--- config.mk ---
export PLATFORM = sky130hd
export DESIGN_NAME = keypad_scanner
export DESIGN_NICKNAME = d
export VERILOG_FILES = /design/src/rtl/keypad_pkg.sv /design/src/rtl/keypad_sync2.sv /design/src/rtl/keypad_scanner.sv
export SDC_FILE = /design/constraint.sdc
export NUM_CORES = 1
export LEC_CHECK = 0
export CAP_MARGIN = 20
export CORE_MARGIN = 2
export CORE_UTILIZATION = 35
export CTS_CLUSTER_DIAMETER = 200
export DETAILED_ROUTE_END_ITERATION = 16
export GPL_ROUTABILITY_DRIVEN = 1
export SYNTH_ARGS = -nofsm -noshare
export SYNTH_HDL_FRONTEND = slang
export SYNTH_SLANG_ARGS = --single-unit
export TNS_END_PERCENT = 50
--- constraint.sdc ---
create_clock -name clk -period 3.4 [get_ports clk]
set_clock_uncertainty 0.2 [all_clocks]
set_input_delay 0.51 -clock clk [delete_from_list [all_inputs] [get_ports clk]]
set_output_delay 0.51 -clock clk [all_outputs]
set_load 0.05 [all_outputs]
--- src/rtl/keypad_pkg.sv ---
// keypad_pkg: key codes, keypad code table and scan FSM states
package keypad_pkg;
    localparam logic [3:0] KEY_0 = 4'd0;
    localparam logic [3:0] KEY_1 = 4'd1;
    localparam logic [3:0] KEY_2 = 4'd2;
    localparam logic [3:0] KEY_3 = 4'd3;
    localparam logic [3:0] KEY_4 = 4'd4;
    localparam logic [3:0] KEY_5 = 4'd5;
    localparam logic [3:0] KEY_6 = 4'd6;
    localparam logic [3:0] KEY_7 = 4'd7;
    localparam logic [3:0] KEY_8 = 4'd8;
    localparam logic [3:0] KEY_9 = 4'd9;
    localparam logic [3:0] KEY_A = 4'd10;
    localparam logic [3:0] KEY_B = 4'd11;
    localparam logic [3:0] KEY_C = 4'd12;
    localparam logic [3:0] KEY_D = 4'd13;
    localparam logic [3:0] KEY_STAR = 4'd14;
    localparam logic [3:0] KEY_HASH = 4'd15;

    // Entry {row, col} lives at bits [{row, col}*4 +: 4]; highest index first
    localparam logic [63:0] KEY_MAP = {
        KEY_D, KEY_HASH, KEY_0, KEY_STAR,
        KEY_C, KEY_9,    KEY_8, KEY_7,
        KEY_B, KEY_6,    KEY_5, KEY_4,
        KEY_A, KEY_3,    KEY_2, KEY_1
    };

    typedef enum logic [1:0] {IDLE, CAND, HELD} scan_state_t;

    function automatic logic [3:0] key_code(input logic [1:0] r, input logic [1:0] c);
        return KEY_MAP[{r, c, 2'b00} +: 4];
    endfunction
endpackage

--- src/rtl/keypad_sync2.sv ---
// keypad_sync2: 4-bit two-flop synchroniser for the idle-high column returns
module keypad_sync2 (
    input  logic       clk,
    input  logic       rst,
    input  logic [3:0] d,
    output logic [3:0] q
);
    logic [3:0] meta;

    always_ff @(posedge clk) begin
        if (rst) begin
            meta <= 4'hF;
            q <= 4'hF;
        end else begin
            meta <= d;
            q <= meta;
        end
    end
endmodule

--- src/rtl/keypad_scanner.sv ---
// keypad_scanner: 4x4 keypad row scan, per-pass column classification and debounced press strobe
module keypad_scanner #(
    parameter int ROW_DWELL_CYCLES = 50000,
    parameter int DEBOUNCE_PASSES = 5
) (
    input  logic       clk,
    input  logic       rst,
    output logic [3:0] row,
    input  logic [3:0] col,
    output logic [3:0] value,
    output logic       key_pressed
);
    import keypad_pkg::*;

    localparam int DW = $clog2(ROW_DWELL_CYCLES);
    localparam int CW = $clog2(DEBOUNCE_PASSES + 1);
    localparam logic [DW-1:0] DWELL_LAST = DW'(ROW_DWELL_CYCLES - 1);
    localparam logic [CW-1:0] CNT_LAST = CW'(DEBOUNCE_PASSES - 1);

    logic [3:0] col_s, lows;
    logic [DW-1:0] dwell;
    logic [1:0] row_idx, c_idx, acc_n;
    logic [2:0] n_row, tot;
    logic [3:0] acc_code, pass_code, cand, cand_n;
    logic [CW-1:0] cnt, cnt_n;
    logic last, pass_end, one, none, fire;
    scan_state_t state, state_n;

    keypad_sync2 u_sync (.clk(clk), .rst(rst), .d(col), .q(col_s));

    assign row = ~(4'b0001 << row_idx);
    assign last = dwell == DWELL_LAST;
    assign pass_end = last && row_idx == 2'd3;
    assign lows = ~col_s;
    assign n_row = 3'(lows[0]) + 3'(lows[1]) + 3'(lows[2]) + 3'(lows[3]);
    assign c_idx = lows[0] ? 2'd0 : lows[1] ? 2'd1 : lows[2] ? 2'd2 : 2'd3;
    // Running low-bit count saturates at 2: anything beyond one key is just MULTI
    assign tot = {1'b0, acc_n} + n_row;
    assign pass_code = acc_n == 2'd0 ? key_code(row_idx, c_idx) : acc_code;
    assign one = pass_end && tot == 3'd1;
    assign none = pass_end && tot == 3'd0;

    always_ff @(posedge clk) begin
        if (rst) begin
            dwell <= '0;
            row_idx <= 2'd0;
            acc_n <= 2'd0;
            acc_code <= 4'd0;
            state <= IDLE;
            cnt <= '0;
            cand <= 4'd0;
            value <= 4'd0;
            key_pressed <= 1'b0;
        end else begin
            dwell <= last ? '0 : dwell + 1'b1;
            if (last) begin
                row_idx <= row_idx + 2'd1;
                acc_n <= pass_end ? 2'd0 : (tot > 3'd2 ? 2'd2 : tot[1:0]);
                acc_code <= pass_code;
            end
            state <= state_n;
            cnt <= cnt_n;
            cand <= cand_n;
            key_pressed <= fire;
            if (fire) value <= cand_n;
        end
    end

    always_comb begin
        state_n = state;
        cnt_n = cnt;
        cand_n = cand;
        fire = 1'b0;
        if (pass_end) begin
            case (state)
                IDLE: if (one) begin
                    cand_n = pass_code;
                    fire = DEBOUNCE_PASSES == 1;
                    state_n = fire ? HELD : CAND;
                    cnt_n = fire ? '0 : CW'(1);
                end
                CAND: if (one && pass_code == cand) begin
                    fire = cnt == CNT_LAST;
                    state_n = fire ? HELD : CAND;
                    cnt_n = fire ? '0 : cnt + 1'b1;
                end else if (one) begin
                    cand_n = pass_code;
                    cnt_n = CW'(1);
                end else begin
                    state_n = IDLE;
                    cnt_n = '0;
                end
                HELD: if (none) begin
                    state_n = cnt == CNT_LAST ? IDLE : HELD;
                    cnt_n = cnt == CNT_LAST ? '0 : cnt + 1'b1;
                end else begin
                    cnt_n = '0;
                end
                default: state_n = IDLE;
            endcase
        end
    end
endmodule

==> summary by stage <==
STA
Setup repair after global routing could not meet its margin everywhere. The share of the cycle needed by the critical path after routing is 98.7%. The clock period minus worst slack is 3.36 ns. The number of slew-limit violations in the final report is 0. The number of setup violations in the final report is 0. For this run, the top clock speed supported by timing is 298 MHz. The worst max-slew margin expressed relative to the limit is about three fifths. The total count of hold-check failures in the final report is 0. The worst-margin pin slew is just over 0.6 ns.

CTS
At the later pin of the worst-skew pair, clock insertion delay measures 0.31 ns. The H-tree was split into 2 levels. TritonCTS created 5 clock buffers. The CTS tree is done. Clock-pin slew was measured on the worst setup and hold paths at 0.09 ns. The number of clock sinks is 46. The maximum clock insertion buffer count is 2.

The CTS root buffer is sky130_fd_sc_hd__clkbuf_8.

Flow run
The tool flagged a number of max-cap violations equal to 0.

Worst setup path
The highest net fanout along the worst path is 4. The startpoint kind of the worst setup timing path is a flip-flop. The worst reg2reg path endpoint is state[1]. The kind of capture point of the worst setup path is a flip-flop. The critical path start-end classification is reg2reg. The setup check on the worst reg-to-reg path leaves a slack of 0.04 ns.

Data arrives at the worst endpoint at 3.39 ns. The path depth of the worst reg2reg path is 12. For the worst setup path, the data required time is 3.43 ns. The origin of the critical flop-to-flop path is u_sync.q[0].

Power
Of the total power, the share spent switching nets is 24.8%. The internal portion of the total power is 0.814 mW. Sequential cells burn 50.8% of the power. The portion of total power attributed to the clock network is around 40%. Power spread over the standard cell area amounts to between 300 and 400 nW/um^2. In this run the power spent charging and discharging nets is between 0.2 and 0.3 mW. The design draws around 1.1 mW. The peak supply drop is 227 uV.

The leakage power of the design is between 1 and 1.5 nW. The share of power burned in combinational logic is 9.9%.

Global route
The initial antenna violation count came to 0. The maximum number of pins on one net before global-route repair is 19. The number of global-route vias before repair is 2281. Global routing used 15.8% of the available tracks. The first global-routing pass estimated 11100 um of wire. Global routing finished with a remaining overflow of 0.

Floorplan
The top-level I/O count is 15. The floorplan has 32 rows. In this run the standard cell core region covers 7770 um^2.

The overall die area is 8800 um^2. The initial core utilization is 36.3%. The vertical extent of the die is 93.8 um. The width of the chip is 93.8 um.

Hold path
The capture endpoint of the worst hold path is u_sync.q[3]. The worst hold path begins at u_sync.meta[3]. The hold-critical path depth is 1. The class of the most critical hold timing path is reg2reg.

Yosys
The average instance in the mapped netlist occupies 8.71 um^2. Yosys mapped a number of flops with a built-in enable equal to 0. The commonest register cell after synthesis is sky130_fd_sc_hd__dfxtp_1. The synthesis-stage register bit count is 46. The count of distinct cell types in the synthesized netlist is 69. The Yosys warning count is 0.

Sequential cells were found to cover 32.6% of the synthesized design area. The post-synthesis cell area is 2820 um^2. The net count of the mapped netlist is 350. After synthesis, the share of flip-flops with an asynchronous set or reset is 0%. The number of instances in the synthesized netlist is about 320.

Drt
The post-detailed-route DRC marker count is 0. The iteration-0 DRC count of the detailed router is 114. The first detailed-routing pass ran for 4 iterations. The detailed router placed 2367 vias in this run.

The post-detailed-route count of antenna-violating nets is 0. The detailed-route wire length per cell is 14.6 um. After detailed routing, the number of vias per cell comes to 5.28.

Summed over all layers, the routed wires come to ~6600 um.

Cells and area
The library cell used most frequently in the layout, excluding fill and tap cells, is sky130_fd_sc_hd__dfxtp_1. The signed area change from the synthesized netlist to the final layout is 16.6%. The number of antenna diodes in the final layout is 0. Of the cells placed in the final design, the portion with a size suffix greater than 1 is 18.2%. The top cell types in the final layout, fill and taps aside, are 45 x sky130_fd_sc_hd__dfxtp_1, 38 x sky130_fd_sc_hd__nor2_1, 23 x sky130_fd_sc_hd__inv_1. After routing the design area is roughly 3300 um^2. At the end of the flow, the number of nets in the layout was 371.

Placement
Once detailed placement completed, the half-perimeter wirelength came to about 4700 um. The count of port buffers added during placement is 14. The routability-driven placement congestion ratio is 0.847. The area after detailed placement is 3100 um^2.

Outcome
The run finished with clean final reports.
-- sequential cells by signal (all words and copies together) (netlist names) --
name	count
u_sync.meta	4
state	2
u_sync.q	4
dwell	16
cnt	3
acc_code	4
cand	4
value	4
key_pressed	1
row_idx	2
acc_n	2
-- Yosys cell counts, drive strengths merged, types with 6 or more instances --
| library cell | instances | area [um^2] |
|---|---|---|
| a21oi | 17 | 88.8 |
| and3 | 8 | 51.3 |
| buf | 6 | 40.0 |
| clkbuf | 8 | 60.1 |
| dfxtp | 46 | 921 |
| ha | 17 | 213 |
| inv | 26 | 97.6 |
| mux2i | 6 | 60.1 |
| nand2 | 15 | 58.8 |
| nand3 | 14 | 70.1 |
| nor2 | 39 | 154 |
| nor3 | 8 | 45.0 |
| nor4 | 6 | 52.6 |
| o21ai | 10 | 53.8 |
| or2 | 11 | 68.8 |
| xnor2 | 7 | 61.3 |
| xor2 | 9 | 78.8 |
-- repair_timing --
item                                    in CTS  in global routing
cloned                                       0                  0
setup buffers                                0                  1
pin swaps                                    0                  3
endpoints found under the hold margin        0                  0
endpoints found under the setup margin       3                 11
gates resized for setup                      2                 10
hold buffers                                 0                  0
-- power groups by stage --
stage          clock [mW]  combinational [mW]  sequential [mW]
3_3_place_gp            0               0.101            0.562
4_1_cts             0.436               0.104            0.550
2_1_floorplan           0              0.0649            0.562
6_report            0.425               0.108            0.550
3_5_place_dp            0               0.101            0.562
5_1_grt             0.461               0.117            0.551
-- critical path, cell delays in order, from the launching register on --
cell                      delay (ns)
sky130_fd_sc_hd__dfxtp_4        0.36
sky130_fd_sc_hd__inv_2          0.03
sky130_fd_sc_hd__fa_1           0.52
sky130_fd_sc_hd__inv_1          0.05
sky130_fd_sc_hd__fa_2           0.32
sky130_fd_sc_hd__inv_2          0.06
sky130_fd_sc_hd__fa_1           0.43
sky130_fd_sc_hd__or3_4          0.38
sky130_fd_sc_hd__a21oi_2        0.13
sky130_fd_sc_hd__a31oi_1        0.05
sky130_fd_sc_hd__or2_1          0.27
sky130_fd_sc_hd__or2_4          0.26
sky130_fd_sc_hd__o31ai_4        0.23
-- cells by family after synthesis --
| logic type | after synthesis | synth area share, % |
|---|---|---|
| compound gates | 65 | 17.4 |
| xor+xnor | 16 | 4.96 |
| fa+ha+maj | 20 | 9.66 |
| buf+inv | 40 | 7.00 |
| flops | 46 | 32.6 |
| mux | 6 | 2.13 |
| simple gates | 131 | 26.2 |
-- worst max path at each step --
stage,start,end,slack (ns),cells past startpoint
final,u_sync.q[0],state[1],0.04,12
after global routing,u_sync.q[0],state[1],-0.06,12
after CTS,u_sync.q[0],state[0],0.02,12
after detailed placement,u_sync.q[0],key_pressed,0.01,10
after global placement,u_sync.q[0],key_pressed,-0.005,10
after floorplan,u_sync.q[0],state[1],0.02,13
-- routing by layer --
| metal | share of wire, % | global-route usage [%] | vias up |
|---|---|---|---|
| li1 | - | - | 1189 |
| met1 | 50 | 22.0 | 1138 |
| met2 | 45 | 24.6 | 33 |
| met3 | 3.5 | 3.21 | 7 |
| met4 | 1.2 | 4.71 | 0 |
| met5 | 0 | 0 | - |
-- layout make-up --
class | instances | area [um^2]
clock inverter | 3 | 43.8
tap | 102 | 128
inverter | 26 | 97.6
fill | 791 | 4480
clock buffer | 5 | 68.8
timing repair buffer | 28 | 245
sequential | 46 | 925
multi-input combinational | 238 | 1780
-- per-stage QoR --
step           std cells  setup slack [ns]  hold WS (ns)  TNS (ns)  utilization (%)
6_report             448            0.0445         0.219         0             42.4
5_1_grt              448           -0.0551         0.240    -0.324             42.4
4_1_cts              447            0.0218         0.224         0             41.5
3_5_place_dp         439            0.0121         0.196         0             39.9
3_3_place_gp         439          -0.00531         0.202  -0.00531             39.9
2_1_floorplan        324            0.0213         0.189         0                -
(Power assumes the default switching activity.)
